$ cat config.mk
export PLATFORM = sky130hd
export DESIGN_NAME = mod_mv_triple_decoder
export DESIGN_NICKNAME = d
export VERILOG_FILES = /design/src/rtl/mod_mv_triple_decoder.sv
export SDC_FILE = /design/constraint.sdc
export NUM_CORES = 1
export LEC_CHECK = 0
export CAP_MARGIN = 20
export CORE_MARGIN = 2
export CORE_UTILIZATION = 35
export CTS_BUF_LIST = sky130_fd_sc_hd__clkbuf_8
export DETAILED_ROUTE_END_ITERATION = 12
export HOLD_SLACK_MARGIN = 0.06
export PLACE_DENSITY_LB_ADDON = 0.2
export REMOVE_ABC_BUFFERS = 1
export SLEW_MARGIN = 20
export SYNTH_ARGS = -nofsm -noshare
export SYNTH_HDL_FRONTEND = slang
export SYNTH_SLANG_ARGS = --single-unit
export TNS_END_PERCENT = 30
$ cat constraint.sdc
create_clock -name clk -period 1.8 [get_ports clk]
set_input_delay 0.18 -clock clk [delete_from_list [all_inputs] [get_ports clk]]
set_output_delay 0.18 -clock clk [all_outputs]
set_load 0.05 [all_outputs]
$ cat src/rtl/mod_mv_triple_decoder.sv
`default_nettype none
// ============================================================================
// Module   : mod_mv_triple_decoder
// Brief    : Checks (a, b, c) triples, recovers the data byte, tracks link lock
//            and counts bad triples; recovered bytes leave on a valid/ready port.
// Revision : 1.0 - initial release
// ============================================================================
module mod_mv_triple_decoder #(
    parameter int SAT_THRESH = 100,
    parameter int LOCK_CNT   = 4,
    parameter int UNLOCK_CNT = 2,
    parameter int CNT_W      = 16
) (
    input  logic             clk,
    input  logic             reset_n,
    input  logic             in_valid,
    output logic             in_ready,
    input  logic [7:0]       in_a,
    input  logic [7:0]       in_b,
    input  logic [7:0]       in_c,
    input  logic             err_clr,
    output logic             out_valid,
    input  logic             out_ready,
    output logic [7:0]       out_data,
    output logic             out_sat,
    output logic             locked,
    output logic [CNT_W-1:0] err_count
);

    localparam int               C_GW        = $clog2(LOCK_CNT + 1);
    localparam int               C_BW        = $clog2(UNLOCK_CNT + 1);
    localparam logic [C_GW-1:0]  C_LOCK_LAST = C_GW'(LOCK_CNT - 1);
    localparam logic [C_BW-1:0]  C_DROP_LAST = C_BW'(UNLOCK_CNT - 1);
    localparam logic [7:0]       C_SAT       = SAT_THRESH[7:0];
    localparam logic [CNT_W-1:0] C_ERR_MAX   = '1;

    typedef enum logic [0:0] {
        ST_HUNT   = 1'b0,
        ST_LOCKED = 1'b1
    } state_t;

    state_t           r_state;
    logic [C_GW-1:0]  r_good_run;
    logic [C_BW-1:0]  r_bad_run;
    logic             r_out_valid;
    logic [7:0]       r_out_data;
    logic             r_out_sat;
    logic             r_locked;
    logic [CNT_W-1:0] r_err_count;

    logic [7:0] w_d;
    logic [7:0] w_exp_a;
    logic       w_sat;
    logic       w_good;
    logic       w_accept;

    // Triple check: lane b carries d+1, so d and the expected a/c lanes follow from it.
    assign w_d      = in_b - 8'd1;
    assign w_sat    = (w_d > C_SAT);
    assign w_exp_a  = w_sat ? 8'hFF : w_d;
    assign w_good   = (in_a == w_exp_a) && (in_c == in_b + 8'd1);
    assign in_ready = !r_out_valid || out_ready;
    assign w_accept = in_valid && in_ready;

    always_ff @(posedge clk or negedge reset_n) begin
        if (!reset_n) begin
            r_state     <= ST_HUNT;
            r_good_run  <= '0;
            r_bad_run   <= '0;
            r_out_valid <= 1'b0;
            r_out_data  <= 8'd0;
            r_out_sat   <= 1'b0;
            r_locked    <= 1'b0;
            r_err_count <= '0;
        end else begin
            if (out_ready) begin
                r_out_valid <= 1'b0;
            end

            if (w_accept) begin
                case (r_state)
                    ST_HUNT: begin
                        if (w_good) begin
                            r_bad_run <= '0;
                            if (r_good_run == C_LOCK_LAST) begin
                                r_state     <= ST_LOCKED;
                                r_locked    <= 1'b1;
                                r_good_run  <= '0;
                                r_out_valid <= 1'b1;
                                r_out_data  <= w_d;
                                r_out_sat   <= w_sat;
                            end else begin
                                r_good_run <= r_good_run + 1'b1;
                            end
                        end else begin
                            r_good_run <= '0;
                        end
                    end
                    default: begin
                        if (w_good) begin
                            r_bad_run   <= '0;
                            r_out_valid <= 1'b1;
                            r_out_data  <= w_d;
                            r_out_sat   <= w_sat;
                        end else if (r_bad_run == C_DROP_LAST) begin
                            r_state    <= ST_HUNT;
                            r_locked   <= 1'b0;
                            r_bad_run  <= '0;
                            r_good_run <= '0;
                        end else begin
                            r_bad_run <= r_bad_run + 1'b1;
                        end
                    end
                endcase
            end

            if (err_clr) begin
                r_err_count <= '0;
            end else if (w_accept && !w_good && (r_err_count != C_ERR_MAX)) begin
                r_err_count <= r_err_count + 1'b1;
            end
        end
    end

    assign out_valid = r_out_valid;
    assign out_data  = r_out_data;
    assign out_sat   = r_out_sat;
    assign locked    = r_locked;
    assign err_count = r_err_count;

endmodule
`default_nettype wire
### Word level (Yosys, flattened, before mapping)

Index checks and enable logic that the tools add are counted.

| storage, ports and cells | value |
|---|---|
| logic and storage cells | 72 |
| input bits | 29 |
| bits in registers | 33 |
| output and inout bits | 28 |

| cells by class | value |
|---|---|
| add/subtract/negate cells | 5 |
| multiplexer cells | 36 |
| reductions and logical operators | 15 |
| $lt $le $gt $ge | 1 |
| equal/unequal tests | 7 |

Operators with widths:

| cell | count |
|---|---|
| $mux 8 | 5 |
| $mux 16 | 2 |
| $mux 1 | 20 |
| $add 16x1->16 const B | 1 |
| $eq 8x8->1 | 2 |
| $ne 16x16->1 const B | 1 |
| $mux 3 | 5 |
| $add 8x1->8 const B | 1 |
| $gt 8x7->1 const B | 1 |
| $mux 2 | 4 |
| $reduce_bool 2->1 | 4 |
| $sub 8x1->8 const B | 1 |
| $reduce_and 3->1 | 2 |
| $reduce_and 5->1 | 1 |
| $logic_and 1x1->1 | 4 |
| $add 3x1->3 const B | 1 |
| $eq 3x2->1 const B | 1 |
| $add 2x1->2 const B | 1 |
| $eq 2x1->1 const B | 1 |
| $logic_not 1->1 | 2 |
| $ne 2x1->1 const B | 1 |
| $ne 2x2->1 const B | 1 |
| $reduce_and 2->1 | 1 |
| $logic_or 1x1->1 | 1 |

### Longest topological paths before layout

Gate-level depths: netlist of run 1.

| depth | value |
|---|---|
| word-level depth | 10 |
| gate-level depth with buffers | 16 |
| gate-level depth less buffers | 14 |

### Worst setup path before layout of run 1

OpenSTA, ideal clock, no wires.

| timing path | value |
|---|---|
| path kind | input -> register |
| start point | input port in_b[0] |
| end point | register r_locked (netlist: locked) |
| stages | 14 |
| data arrival time | 2.769 ns |
| slack | -1.093 ns |
| required time | 1.675 ns |
| path buffers | 2 |
| library setup time | 0.125 ns |
| cell sequence | buf_2 inv_1 ha_1 buf_2 nor3b_1 xnor2_1 o21ai_0 a2111oi_0 mux2i_1 nand3b_1 ha_1 nand2_1 a21oi_1 mux2_2 |

| between the ends | value |
|---|---|
| word-level cells in the longest chain between the ends | 7 |
| elaborated cells between the ends (all ways) | 11 |
| those cells by class | add/sub: 2; order compare: 1; eq/ne: 3; mux: 1; reduce/logical: 4 |

RTL lines:

| item | RTL line | text |
|---|---|---|
| start: declaration | 19 | `input logic [7:0] in_b,` |
| $sub 8x1->8 * | 58 | `assign w_d = in_b - 8'd1;` |
| via w_d[0] | 51 | `logic [7:0] w_d;` |
| $gt 8x7->1 | 59 | `assign w_sat = (w_d > C_SAT);` |
| $mux 8 * | 60 | `assign w_exp_a = w_sat ? 8'hFF : w_d;` |
| $eq 8x8->1 * | 61 | `assign w_good = (in_a == w_exp_a) && (in_c == in_b + 8'd1);` |
| $logic_and 1x1->1 * | 61 |  |
| $ne 2x2->1 (no line) or $reduce_bool 2->1 (tied branches) | n/a |  |
| $reduce_and 5->1 (no line) * | n/a |  |
| end signal: assignment | 73 | `r_locked <= 1'b0;` |
| end signal: assignment | 87 | `r_locked <= 1'b1;` |
| end signal: assignment | 107 | `r_locked <= 1'b0;` |
| end: declaration | 48 | `logic r_locked;` |

Mark *: on every way through the listed nets, which the timed path passes. The rest lies on a longest branch.
A chain may end at the register's enable or synchronous reset.

### Worst setup path in the final report of run 1

| timing path | value |
|---|---|
| start point | input port in_b[1] |
| end point | register r_err_count[11] (netlist: err_count[11]) |

| between the ends | value |
|---|---|
| word-level cells in the longest chain between the ends | 9 |
| elaborated cells between the ends (all ways) | 11 |
| those cells by class | add/sub: 2; order compare: 1; eq/ne: 2; mux: 1; reduce/logical: 5 |

RTL lines:

| item | RTL line | text |
|---|---|---|
| $sub 8x1->8 | 58 |  |
| $gt 8x7->1 | 59 |  |
| $mux 8 | 60 |  |
| $eq 8x8->1 | 61 |  |
| $logic_and 1x1->1 * | 61 |  |
| $logic_not 1->1 * | 119 | `end else if (w_accept && !w_good && (r_err_count != C_ERR_MAX)) begin` |
| $logic_and 1x1->1 * (2 in a row) | 119 |  |
| $reduce_bool 2->1 (no line) * | n/a |  |
| end signal: assignment | 120 | `r_err_count <= r_err_count + 1'b1;` |
| end: declaration | 49 | `logic [CNT_W-1:0] r_err_count;` |

Every way passes the cells marked *; elsewhere a longest branch is shown, timed or not.

==> impl_table.tex, run 1 <==
\begin{tabular}{lr}
\hline
Metric & Value \\
\hline
\multicolumn{2}{l}{\textbf{Worst setup path}} \\
Critical-path cell with the highest stage delay & sky130\_fd\_sc\_hd\_\_or4\_4 \\
Maximum fanout encountered on the critical timing path & 8 \\
Setup crit end kind & flip-flop \\
Max incr delay on CP & 0.58 ns \\
Series of cell instances along the critical path & buf\_6, or4\_4, buf\_6, a2111oi\_4, buf\_4, a311oi\_4, nor2\_1, and4bb\_4, buf\_12, or4\_4, a21oi\_2 \\
Critical Path Start Type & input port \\
Endpoint arrival time on the critical path & 2.92 ns \\
Worst EP required & 2.02 ns \\
Kind of critical path & in -> reg \\
\multicolumn{2}{l}{\textbf{Logic synthesis}} \\
Distinct cell type count of the synthesized netlist & 56 \\
Synthesized area per cell & 8.680 µm² \\
Netlist area before placement & 2500 µm² \\
Async S/R FF share, synth & 100.0\% \\
Number of flops mapped to enable cells by yosys & 0 \\
Cells taking the most area after synthesis & sky130\_fd\_sc\_hd\_\_dfrtp\_1, sky130\_fd\_sc\_hd\_\_mux2\_2, sky130\_fd\_sc\_hd\_\_a21oi\_1 \\
Most instantiated flip-flop cell in the synthesis netlist & sky130\_fd\_sc\_hd\_\_dfrtp\_1 \\
Proportion of synthesized chip area in sequential cells & 33.03\% \\
Yosys top cell by area & sky130\_fd\_sc\_hd\_\_dfrtp\_1 \\
Synth Warn \# & 0 \\
Synthesis-stage register bit count & 33 \\
Synthesized instance count & 288 \\
Top cell type's share of synthesized area & 33.03\% \\
\multicolumn{2}{l}{\textbf{Finish}} \\
Number of inserted diodes & 0 \\
Most common cell after layout, fill and taps aside & sky130\_fd\_sc\_hd\_\_buf\_4 \\
Commonest non-fill, non-tap cells in the layout & sky130\_fd\_sc\_hd\_\_buf\_4, sky130\_fd\_sc\_hd\_\_clkdlybuf4s50\_1, sky130\_fd\_sc\_hd\_\_dfrtp\_1, sky130\_fd\_sc\_hd\_\_nand2\_1, sky130\_fd\_sc\_hd\_\_nor2\_1 \\
Final non-filler cell area & 4265 µm² \\
Net count reported at finish & 463 \\
Area growth from synthesis to layout & 70.62\% \\
Filler cell count & 594 \\
Share of post-route cells with drive strength above 1 & 38.08\% \\
\multicolumn{2}{l}{\textbf{Detailed routing}} \\
Routed WL per cell & 13.86 µm \\
Count of antenna-violating nets left after detailed routing & 0 \\
Vias post-DR & 2637 \\
Vias/cell & 5.032 \\
\# DRC & 0 \\
Starting DRT DRC Count & 128 \\
Routed wire length & 7265 µm \\
TritonRoute pass-1 iters & 4 \\
\multicolumn{2}{l}{\textbf{Place}} \\
Estimated wirelength of the detail-placed design & 5242 µm \\
Number of I/O port buffers & 56 \\
Post-DP Area & 3691 µm² \\
Weighted congestion at the end of routability-driven global placement & 0.8898 \\
Pre-CTS worst setup slack & -1.651 ns \\
\multicolumn{2}{l}{\textbf{Global route}} \\
Largest net degree at the start of global routing & 34 \\
Wire length of the first global-routing pass & 11830 µm \\
Met2 usage in global routing & 33.70\% \\
Overall overflow remaining after global route & 0 \\
Met1 demand-to-capacity share in global routing & 24.78\% \\
Gr busiest metal & met2 \\
GRT Total Usage & 19.06\% \\
Antenna violations before repair & 0 \\
Met3 Use GR & 2.892\% \\
Number of global-route vias before repair & 2562 \\
\multicolumn{2}{l}{\textbf{Clock network}} \\
Clock transition at the register clock pins on the worst setup and hold paths after CTS & 0.07 ns \\
H-Tree Depth & 2 \\
Clk\_lat worst skew & 0.28 ns \\
Buffer depth of the longest clock path & 2 \\
TritonCTS clock tree & done \\
Post-CTS Hold Fix Bufs & 0 \\
Clock root buffer master & sky130\_fd\_sc\_hd\_\_clkbuf\_8 \\
Clk sinks & 33 \\
Number of buffers created by CTS & 5 \\
\multicolumn{2}{l}{\textbf{Die}} \\
Die ar. & 7835 µm² \\
Initial Util & 36.39\% \\
I/O pin cnt & 57 \\
Count of standard-cell rows & 30 \\
Overall die height & 88.52 µm \\
Die width & 88.52 µm \\
Floorplan Core Area & 6869 µm² \\
\multicolumn{2}{l}{\textbf{STA}} \\
Relative slew slack & 60.39\% \\
Time the worst path needs with I/O delays and setup & 2.706 ns \\
Setup violations, final & 33 \\
Share of the cycle needed by the critical path after routing & 150.3\% \\
Fin Clk Skew & 0.004608 ns \\
Achievable clock frequency & 369.5 MHz \\
Unrepaired setup endpoints after global routing & true \\
Final hold violation count & 0 \\
Least-Margin Pin Slew & 0.5866 ns \\
Setup tns final & -24.72 ns \\
Final WS setup & -0.9060 ns \\
Number of pins exceeding their max-slew limit in the final report & 0 \\
\multicolumn{2}{l}{\textbf{Pwr}} \\
Overall power consumption & 0.001775 W \\
Leakage & 1.861 nW \\
Worst VDD drop & 0.2409 mV \\
Power density relative to cell area & 416.1 nW/µm² \\
\multicolumn{2}{l}{\textbf{Status}} \\
Failing checks & setup timing \\
Outcome & finished with violations \\
\multicolumn{2}{l}{\textbf{Min path}} \\
Hold/Removal Path Class & in -> async \\
\multicolumn{2}{l}{\textbf{Job}} \\
Max-capacitance violation count & 0 \\
\hline
\end{tabular}
==> registers in the layout (all words and copies together), names as in the netlist <==
signal and count:
out_sat 1, out_data 8, err_count 16, r_good_run 3, r_bad_run 2, r_state 1, locked 1, out_valid 1
==> synth_stat cells, drive strengths merged (2+ instances only) <==
cell type and instances:
nand2 22, nand3b 3, a2111oi 2, o311ai 2, mux2i 6, xor2 8
nor2 19, ha 7, a21oi 18, nand3 12, nand4b 3, and2 2
mux2 12, o31a 2, inv 15, o31ai 5, or3 7, and3 4
nor3 7, or4 4, buf 12, clkbuf 4, o21ai 16, a31oi 3
nor3b 4, a211oi 2, nor2b 11, xnor2 8, nor4 9, nand2b 8
nand4 5, dfrtp 33
==> path summary, 6_finish.rpt <==
| check | startpoint | endpoint | slack (ns) | cells past startpoint |
|---|---|---|---|---|
| hold / removal | reset_n | r_state | 0.30 | 2 |
| setup / recovery | in_b[1] | err_count[11] | -0.91 | 11 |
| max in group asynchronous | reset_n | err_count[3] | 1.19 | 2 |
| hold reg to reg | r_good_run[2] | r_good_run[2] | 0.48 | 2 |
| min in group clk | in_b[0] | out_data[0] | 0.38 | 4 |
| setup reg to reg | err_count[6] | err_count[11] | -0.29 | 9 |
==> worst max-delay path, delay by kind of cell <==
kind                   cells  cell delay (ns)
buffers and inverters      4             0.58
AND/OR/NAND/NOR            4             1.53
AO/OA/AOI/OAI              3             0.62
==> timing repair <==
item / CTS / global route
gates cloned: 1 / 0
pin swaps: 28 / 16
gates resized for setup: 84 / 16
buffers inserted: 10 / 3
setup endpoints to repair: 33 / 35
==> power by group <==
group          switching (W)  internal [W]
Combinational       0.000230      0.000243
Sequential        0.00000359      0.000747
Clock               0.000285      0.000267
==> cell type report <==
class	count	area, µm²	share of cell area, %
well taps	96	120.1	2.816
flip-flops and latches	33	825.8	19.36
clock buffers	5	68.82	1.613
inverters	15	56.30	1.320
multi-input cells	224	1828	42.86
clock inverters	3	17.52	0.4107
repair buffers	148	1349	31.62
==> stage by stage <==
stage	cells	util [%]	hold WS [ns]
2_1_floorplan	272	-	-0.1156
3_3_place_gp	502	53.73	0.4597
3_5_place_dp	502	53.73	0.4730
4_1_cts	521	60.89	0.3139
5_1_grt	524	62.09	0.3520
6_report	524	62.09	0.3038
==> logic make-up (layout without fill, tap and decap cells) <==
group	Yosys count	count (layout)	share of synthesized area [%]
AOI/OAI and AO/OA	58	58	15.27
muxes	18	18	7.808
DFF	33	33	33.03
buffers and inverters	31	171	6.055
xor gates and xnor gates	16	16	5.606
and+or+nand+nor	125	125	28.73
adders and majority gates	7	7	3.503
==> routing by layer <==
metal / part of all wire, % / routed length (µm)
met5: 0 / 0
met4: 1.4 / 104
met3: 3.4 / 248
met2: 51 / 3673
met1: 45 / 3238
Note: power is estimated with default switching activity, not from simulation.
==> run 2, diff against run 1 <==
Settings changed: SLEW_MARGIN 20 to default.
==> results of run 2 <==
No change in the layout: final DEF, timing and power equal those of run 1.
